## config.mk

```make
export PLATFORM = sky130hd
export DESIGN_NAME = ama_riscv_issue_ctrl_flat
export DESIGN_NICKNAME = d
export VERILOG_FILES = /design/src/rtl/ama_riscv_issue_ctrl_pkg.sv /design/src/rtl/ama_riscv_issue_ctrl_if.sv /design/src/rtl/ama_riscv_fwd_match.sv /design/src/rtl/ama_riscv_issue_ctrl.sv /design/src/flat_wrapper.sv
export SDC_FILE = /design/constraint.sdc
export NUM_CORES = 1
export LEC_CHECK = 0
export CORE_ASPECT_RATIO = 0.6
export CORE_MARGIN = 5
export CORE_UTILIZATION = 30
export CTS_BUF_LIST = sky130_fd_sc_hd__clkbuf_4 sky130_fd_sc_hd__clkbuf_8
export CTS_CLUSTER_DIAMETER = 50
export CTS_CLUSTER_SIZE = 25
export DETAILED_ROUTE_END_ITERATION = 10
export SLEW_MARGIN = 20
export SYNTH_ARGS = -nofsm -noshare
export SYNTH_HDL_FRONTEND = slang
export SYNTH_SLANG_ARGS = --single-unit
```

## constraint.sdc

```tcl
create_clock -name clk -period 6.12 [get_ports clk]
set_clock_uncertainty 0.05 [all_clocks]
set_input_delay 0.918 -clock clk [delete_from_list [all_inputs] [get_ports clk]]
set_output_delay 0.918 -clock clk [all_outputs]
set_load 0.01 [all_outputs]
```

## src/rtl/ama_riscv_issue_ctrl_pkg.sv

```systemverilog
// Shared types for the issue/interlock controller:
// decoder bundle, forward selects and scoreboard entries.
package ama_riscv_issue_ctrl_pkg;

    typedef logic [4:0] rf_addr_t;

    typedef enum logic [1:0] {
        FWD_NONE = 2'd0,
        FWD_MEM  = 2'd1,
        FWD_WB   = 2'd2
    } fwd_sel_t;

    typedef struct packed {
        logic rs1;
        logic rs2;
    } has_reg_t;

    typedef struct packed {
        logic load;
        logic mult;
    } itype_t;

    typedef struct packed {
        logic en;
    } csr_ctrl_t;

    typedef struct packed {
        has_reg_t  has_reg;
        logic      has_reg_p;
        logic      rd_we;
        itype_t    itype;
        csr_ctrl_t csr_ctrl;
    } decoder_t;

    typedef struct packed {
        logic     v;
        rf_addr_t rd;
        logic     late;
    } sb_entry_t;

    // Results of these writers only exist at the end of MEM
    function automatic logic is_late(decoder_t d);
        return d.itype.load | d.itype.mult | d.csr_ctrl.en;
    endfunction

endpackage

```

## src/rtl/ama_riscv_issue_ctrl_if.sv

```systemverilog
// Decode-side bundle: instruction in decode towards the controller,
// stall and EX operand forward selects back.
interface ama_riscv_issue_ctrl_if;
    import ama_riscv_issue_ctrl_pkg::*;

    logic     dec_valid;
    decoder_t decoded;
    rf_addr_t dec_rs1;
    rf_addr_t dec_rs2;
    rf_addr_t dec_rd;
    logic     stall_dec;
    fwd_sel_t fwd_a;
    fwd_sel_t fwd_b;
    fwd_sel_t fwd_p;

    modport master (
        output dec_valid, decoded, dec_rs1, dec_rs2, dec_rd,
        input  stall_dec, fwd_a, fwd_b, fwd_p
    );

    modport slave (
        input  dec_valid, decoded, dec_rs1, dec_rs2, dec_rd,
        output stall_dec, fwd_a, fwd_b, fwd_p
    );

endinterface

```

## src/rtl/ama_riscv_fwd_match.sv

```systemverilog
// Per-source scoreboard lookup: late-writer hazard in EX and the
// forward select the source needs once it reaches EX.
module ama_riscv_fwd_match
    import ama_riscv_issue_ctrl_pkg::*;
(
    input  rf_addr_t  src,
    input  logic      used,
    input  sb_entry_t ex,
    input  sb_entry_t mem,
    output logic      hazard,
    output fwd_sel_t  sel
);

    logic live;
    logic ex_hit;
    logic mem_hit;

    assign live    = used & (src != '0);
    assign ex_hit  = live & ex.v & (ex.rd == src);
    assign mem_hit = live & mem.v & (mem.rd == src);
    assign hazard  = ex_hit & ex.late;

    always_comb begin
        sel = FWD_NONE;
        if (ex_hit && !ex.late) begin
            sel = FWD_MEM;
        end else if (mem_hit) begin
            sel = FWD_WB;
        end
    end

endmodule

```

## src/rtl/ama_riscv_issue_ctrl.sv

```systemverilog
// Issue/interlock controller: scoreboard shift, load-use stall,
// registered forward selects and a saturating stall counter.
module ama_riscv_issue_ctrl
    import ama_riscv_issue_ctrl_pkg::*;
#(
    parameter int CNT_W = 32
) (
    input  logic                  clk,
    input  logic                  rst,
    ama_riscv_issue_ctrl_if.slave ic,
    input  logic                  be_stall,
    input  logic                  flush_ex,
    output logic [CNT_W-1:0]      stall_cnt
);

    // WB needs no entry: the register file is write-first
    sb_entry_t ex_q;
    sb_entry_t mem_q;
    sb_entry_t dec_entry;
    fwd_sel_t  fwd_a_q, fwd_b_q, fwd_p_q;
    fwd_sel_t  sel_a, sel_b, sel_p;
    logic      hz_a, hz_b, hz_p;
    logic      stall;
    logic      issue;

    ama_riscv_fwd_match u_match_a (
        .src    (ic.dec_rs1),
        .used   (ic.decoded.has_reg.rs1),
        .ex     (ex_q),
        .mem    (mem_q),
        .hazard (hz_a),
        .sel    (sel_a)
    );

    ama_riscv_fwd_match u_match_b (
        .src    (ic.dec_rs2),
        .used   (ic.decoded.has_reg.rs2),
        .ex     (ex_q),
        .mem    (mem_q),
        .hazard (hz_b),
        .sel    (sel_b)
    );

    ama_riscv_fwd_match u_match_p (
        .src    (ic.dec_rd),
        .used   (ic.decoded.has_reg_p),
        .ex     (ex_q),
        .mem    (mem_q),
        .hazard (hz_p),
        .sel    (sel_p)
    );

    assign stall = ic.dec_valid & ~flush_ex & (hz_a | hz_b | hz_p);
    assign issue = ic.dec_valid & ~stall & ~flush_ex;

    assign dec_entry.v    = issue & ic.decoded.rd_we;
    assign dec_entry.rd   = ic.dec_rd;
    assign dec_entry.late = is_late(ic.decoded);

    always_ff @(posedge clk) begin
        if (rst) begin
            ex_q      <= '0;
            mem_q     <= '0;
            fwd_a_q   <= FWD_NONE;
            fwd_b_q   <= FWD_NONE;
            fwd_p_q   <= FWD_NONE;
            stall_cnt <= '0;
        end else if (!be_stall) begin
            mem_q   <= ex_q;
            ex_q    <= dec_entry;
            fwd_a_q <= issue ? sel_a : FWD_NONE;
            fwd_b_q <= issue ? sel_b : FWD_NONE;
            fwd_p_q <= issue ? sel_p : FWD_NONE;
            if (stall && (stall_cnt != {CNT_W{1'b1}})) begin
                stall_cnt <= stall_cnt + 1'b1;
            end
        end
    end

    assign ic.stall_dec = stall;
    assign ic.fwd_a     = fwd_a_q;
    assign ic.fwd_b     = fwd_b_q;
    assign ic.fwd_p     = fwd_p_q;

endmodule

```

## src/flat_wrapper.sv

```systemverilog
// flat-port wrapper written by rule: the top's interface ports become plain ports
module ama_riscv_issue_ctrl_flat import ama_riscv_issue_ctrl_pkg::*;
#(
    parameter int CNT_W = 32
)
  (clk, rst, be_stall, flush_ex, stall_cnt, ic_dec_valid, ic_decoded, ic_dec_rs1, ic_dec_rs2, ic_dec_rd, ic_stall_dec, ic_fwd_a, ic_fwd_b, ic_fwd_p);
  ama_riscv_issue_ctrl_if ic_i ();
  input  logic clk;
  input  logic rst;
  input  logic be_stall;
  input  logic flush_ex;
  output logic [CNT_W-1:0] stall_cnt;
  input wire logic [$bits(ic_i.dec_valid)-1:0] ic_dec_valid;
  input wire logic [$bits(ic_i.decoded)-1:0] ic_decoded;
  input wire logic [$bits(ic_i.dec_rs1)-1:0] ic_dec_rs1;
  input wire logic [$bits(ic_i.dec_rs2)-1:0] ic_dec_rs2;
  input wire logic [$bits(ic_i.dec_rd)-1:0] ic_dec_rd;
  output wire logic [$bits(ic_i.stall_dec)-1:0] ic_stall_dec;
  output wire logic [$bits(ic_i.fwd_a)-1:0] ic_fwd_a;
  output wire logic [$bits(ic_i.fwd_b)-1:0] ic_fwd_b;
  output wire logic [$bits(ic_i.fwd_p)-1:0] ic_fwd_p;
  assign ic_i.dec_valid = ic_dec_valid;
  assign ic_i.decoded = ic_decoded;
  assign ic_i.dec_rs1 = ic_dec_rs1;
  assign ic_i.dec_rs2 = ic_dec_rs2;
  assign ic_i.dec_rd = ic_dec_rd;
  assign ic_stall_dec = ic_i.stall_dec;
  assign ic_fwd_a = ic_i.fwd_a;
  assign ic_fwd_b = ic_i.fwd_b;
  assign ic_fwd_p = ic_i.fwd_p;
  ama_riscv_issue_ctrl #(.CNT_W(CNT_W)) u_core (.clk(clk), .rst(rst), .ic(ic_i), .be_stall(be_stall), .flush_ex(flush_ex), .stall_cnt(stall_cnt));
endmodule
```

==> run metrics <==
outcome=finished, final reports clean; biggest cell delay along the critical path=580 ps; crit path buf inv count=2; clock slew seen by the registers of the worst setup and hold paths=100 ps; width of the die=138 um; final sum of negative setup slack=0 ps; Post-Syn Instances=338; number of buffers inserted to repair setup after CTS=0; time the final worst path needs with I/O delays and setup=4450 ps; final WL=8340 um; clk sink count=51; count of warnings emitted by yosys=0; number of vias per cell after detailed routing=5.16; Cell Chain, Critical Path=clkdlybuf4s50_1 > or4_1 > o21ai_2 > nor3_4 > nor3_4 > nor4b_1 > clkdlybuf4s50_1; CTS H-tree depth=2; Slew headroom=31.6%; arrival time at the worst endpoint=3480 ps; first-pass GRT wire length=13300 um; Ant. Diodes=0; synthesized cell area=0.00295 mm2; highest net fanout along the worst path=18; post-detailed-route DRC marker count=0; effective utilization at floorplan=30.3%; number of endpoints failing setup at the final stage=0; area added between synthesis and finish=28.4%; TritonCTS clock tree=built; Die Height=86.8 um; fill cell count=984; GRT Overall Usage=13.4%; Post-Synthesis Mean Instance Area=8.73 um2; proportion of netlist area held by the largest area contributor=34.6%; I/O pin count=66; Post-CTS Hold Fix Bufs=0; Achievable Freq=225 MHz; Longest Clk Path Bufs=2; type of element capturing the critical path=output port; HPWL after detailed placement=6280 um; Layout Nets=418; routed len/inst=15.8 um; family with the most delay on the worst path=simple AND/OR/NAND/NOR gates; number of gates resized after CTS=0; Core Area=0.00974 mm2; total count of max-transition violations in the final report=0; ranking of synthesized cells by area=dfxtp_1, xnor2_1, or4_1; IO buf count=65; overall overflow remaining after global route=0; data required time at the worst endpoint=5150 ps; share of cells above drive strength 1=7.93%; power density over the cells=166 mW/mm2; kind of launch point of the worst setup path=input pin; fraction of the yosys area taken by sequential cells=34.6%; site row count=28; area of placed instances=0.00367 mm2; Placer Congestion=0.842; synthesis-stage register bit count=51; most common cell after layout, fill and taps aside=clkdlybuf4s50_1; summed area of non-filler cells in the final layout=0.00379 mm2; Synthesized Nets=366; number of distinct library cell variants in the gate-level netlist after synthesis=49; leakage power total=1.21 nW; vias=2716; slew of the pin with the lowest slew margin=1020 ps; Peak supply drop=0.0877 mV; top cell type by total area after synthesis=dfxtp_1; leading cell types in the layout, fill and taps excluded=clkdlybuf4s50_1, dfxtp_1, or4_1, nor2_1, a21oi_1; number of buffers inserted during clock tree synthesis=5; setup repair after global routing missed its margin=no; maximum number of pins on one net before global-route repair=58; Die Footprint=0.0120 mm2; Tcrit/Tclk final=72.7%; Max-cap violations=0; number of optimization iterations in the first detailed-route pass=4; min-delay worst type=flop to flop; antenna viol nets, final=0; Detailed Route Iter0 Violations=210; later-pin clock latency in the skew report=310 ps; cell at the root of the clock tree=clkbuf_8; slowest cell on the critical path=nor3_4; area occupied by registers=0.00102 mm2; category of the most critical setup path=input pin to output port; antenna violations before repair=0; final hold vios=0; area of combinational cells with multiple inputs=0.00180 mm2; via count of the first global-routing pass=2583
==> path summary, 6_finish.rpt <==
kind                       start              endpoint  slack, ps  cells after the start
min           u_core.ic.fwd_p[1]    u_core.ic.fwd_p[1]        410                      2
min reg2reg   u_core.ic.fwd_p[1]    u_core.ic.fwd_p[1]        410                      2
max reg2reg  u_core.stall_cnt[2]  u_core.stall_cnt[10]       3160                      7
max                ic_dec_rs2[0]          ic_stall_dec       1670                      7
==> logic make-up (layout without fill, tap and decap cells) <==
family                     after synthesis  count (layout)  synth area share, %
DFF                                     51              51                 34.6
xor gates and xnor gates                30              30                 8.91
buffers and inverters                   27              80                 4.71
and+or+nand+nor                        146             146                 30.0
AOI/OAI and AO/OA                       63              63                 14.3
muxes                                   20              20                 7.13
adders and majority gates                1               1                0.424
==> power breakdown <==
group	internal [mW]	switching [mW]	total (mW)
registers	0.335	0.00729	0.343
logic	0.0332	0.0308	0.0639
clock network	0.103	0.118	0.222
==> synthesized netlist by cell type, drive strengths merged <==
library cell	number
o2111ai	1
and3	5
or4	24
nor3	7
and2	5
nand2	22
nor2b	9
nor4b	2
nand2b	1
nand4	11
xnor2	21
or3	2
or2	2
o31ai	21
a21oi	23
mux2i	12
inv	2
clkbuf	9
nor4	9
xor2	9
a211oi	1
nor2	24
a211o	2
and4	6
o311ai	1
o21ai	9
a22oi	3
o41ai	1
o211ai	1
ha	1
dfxtp	51
nor3b	1
nand3	16
buf	16
mux2	8
==> registers in the layout, indices dropped and copies added, names as in the netlist <==
| signal | flops |
|---|---|
| u_core.ic.fwd_b | 2 |
| u_core.mem_q | 6 |
| u_core.stall_cnt | 32 |
| u_core.ex_q | 7 |
| u_core.ic.fwd_p | 2 |
| u_core.ic.fwd_a | 2 |
==> layout make-up <==
class | count | area share, %
Inverter | 2 | 0.198
Sequential cell | 51 | 27.0
Timing Repair Buffer | 70 | 18.1
Clock inverter | 1 | 0.198
Tap cell | 135 | 4.46
Multi-Input combinational cell | 260 | 47.5
Clock buffer | 7 | 2.54
==> through the flow <==
| step | util [%] | hold WS [ps] | power [mW] | cells | setup WS [ps] |
|---|---|---|---|---|---|
| detailed placement | 37.7 | 394 | 0.414 | 517 | 1690 |
| CTS | 38.8 | 410 | 0.630 | 525 | 1670 |
| global route | 38.9 | 434 | 0.650 | 526 | 1500 |
| finish | 38.9 | 408 | 0.628 | 526 | 1670 |
| floorplan | - | 415 | 0.385 | 338 | 2880 |
| global placement | 37.7 | 398 | 0.413 | 517 | 1720 |
==> worst min-delay path: stages (launching register included) <==
cell	delay [ps]
dfxtp_1	330
nand2_1	50
o21ai_1	50
==> per-layer routing <==
metal	track usage, %	wire length [um]	vias up
met1	20.0	4410	1272
li1	-	-	1361
met3	2.76	438	4
met2	20.2	3440	79
met5	0	0	-
met4	2.33	50	0
(Power assumes the default switching activity.)
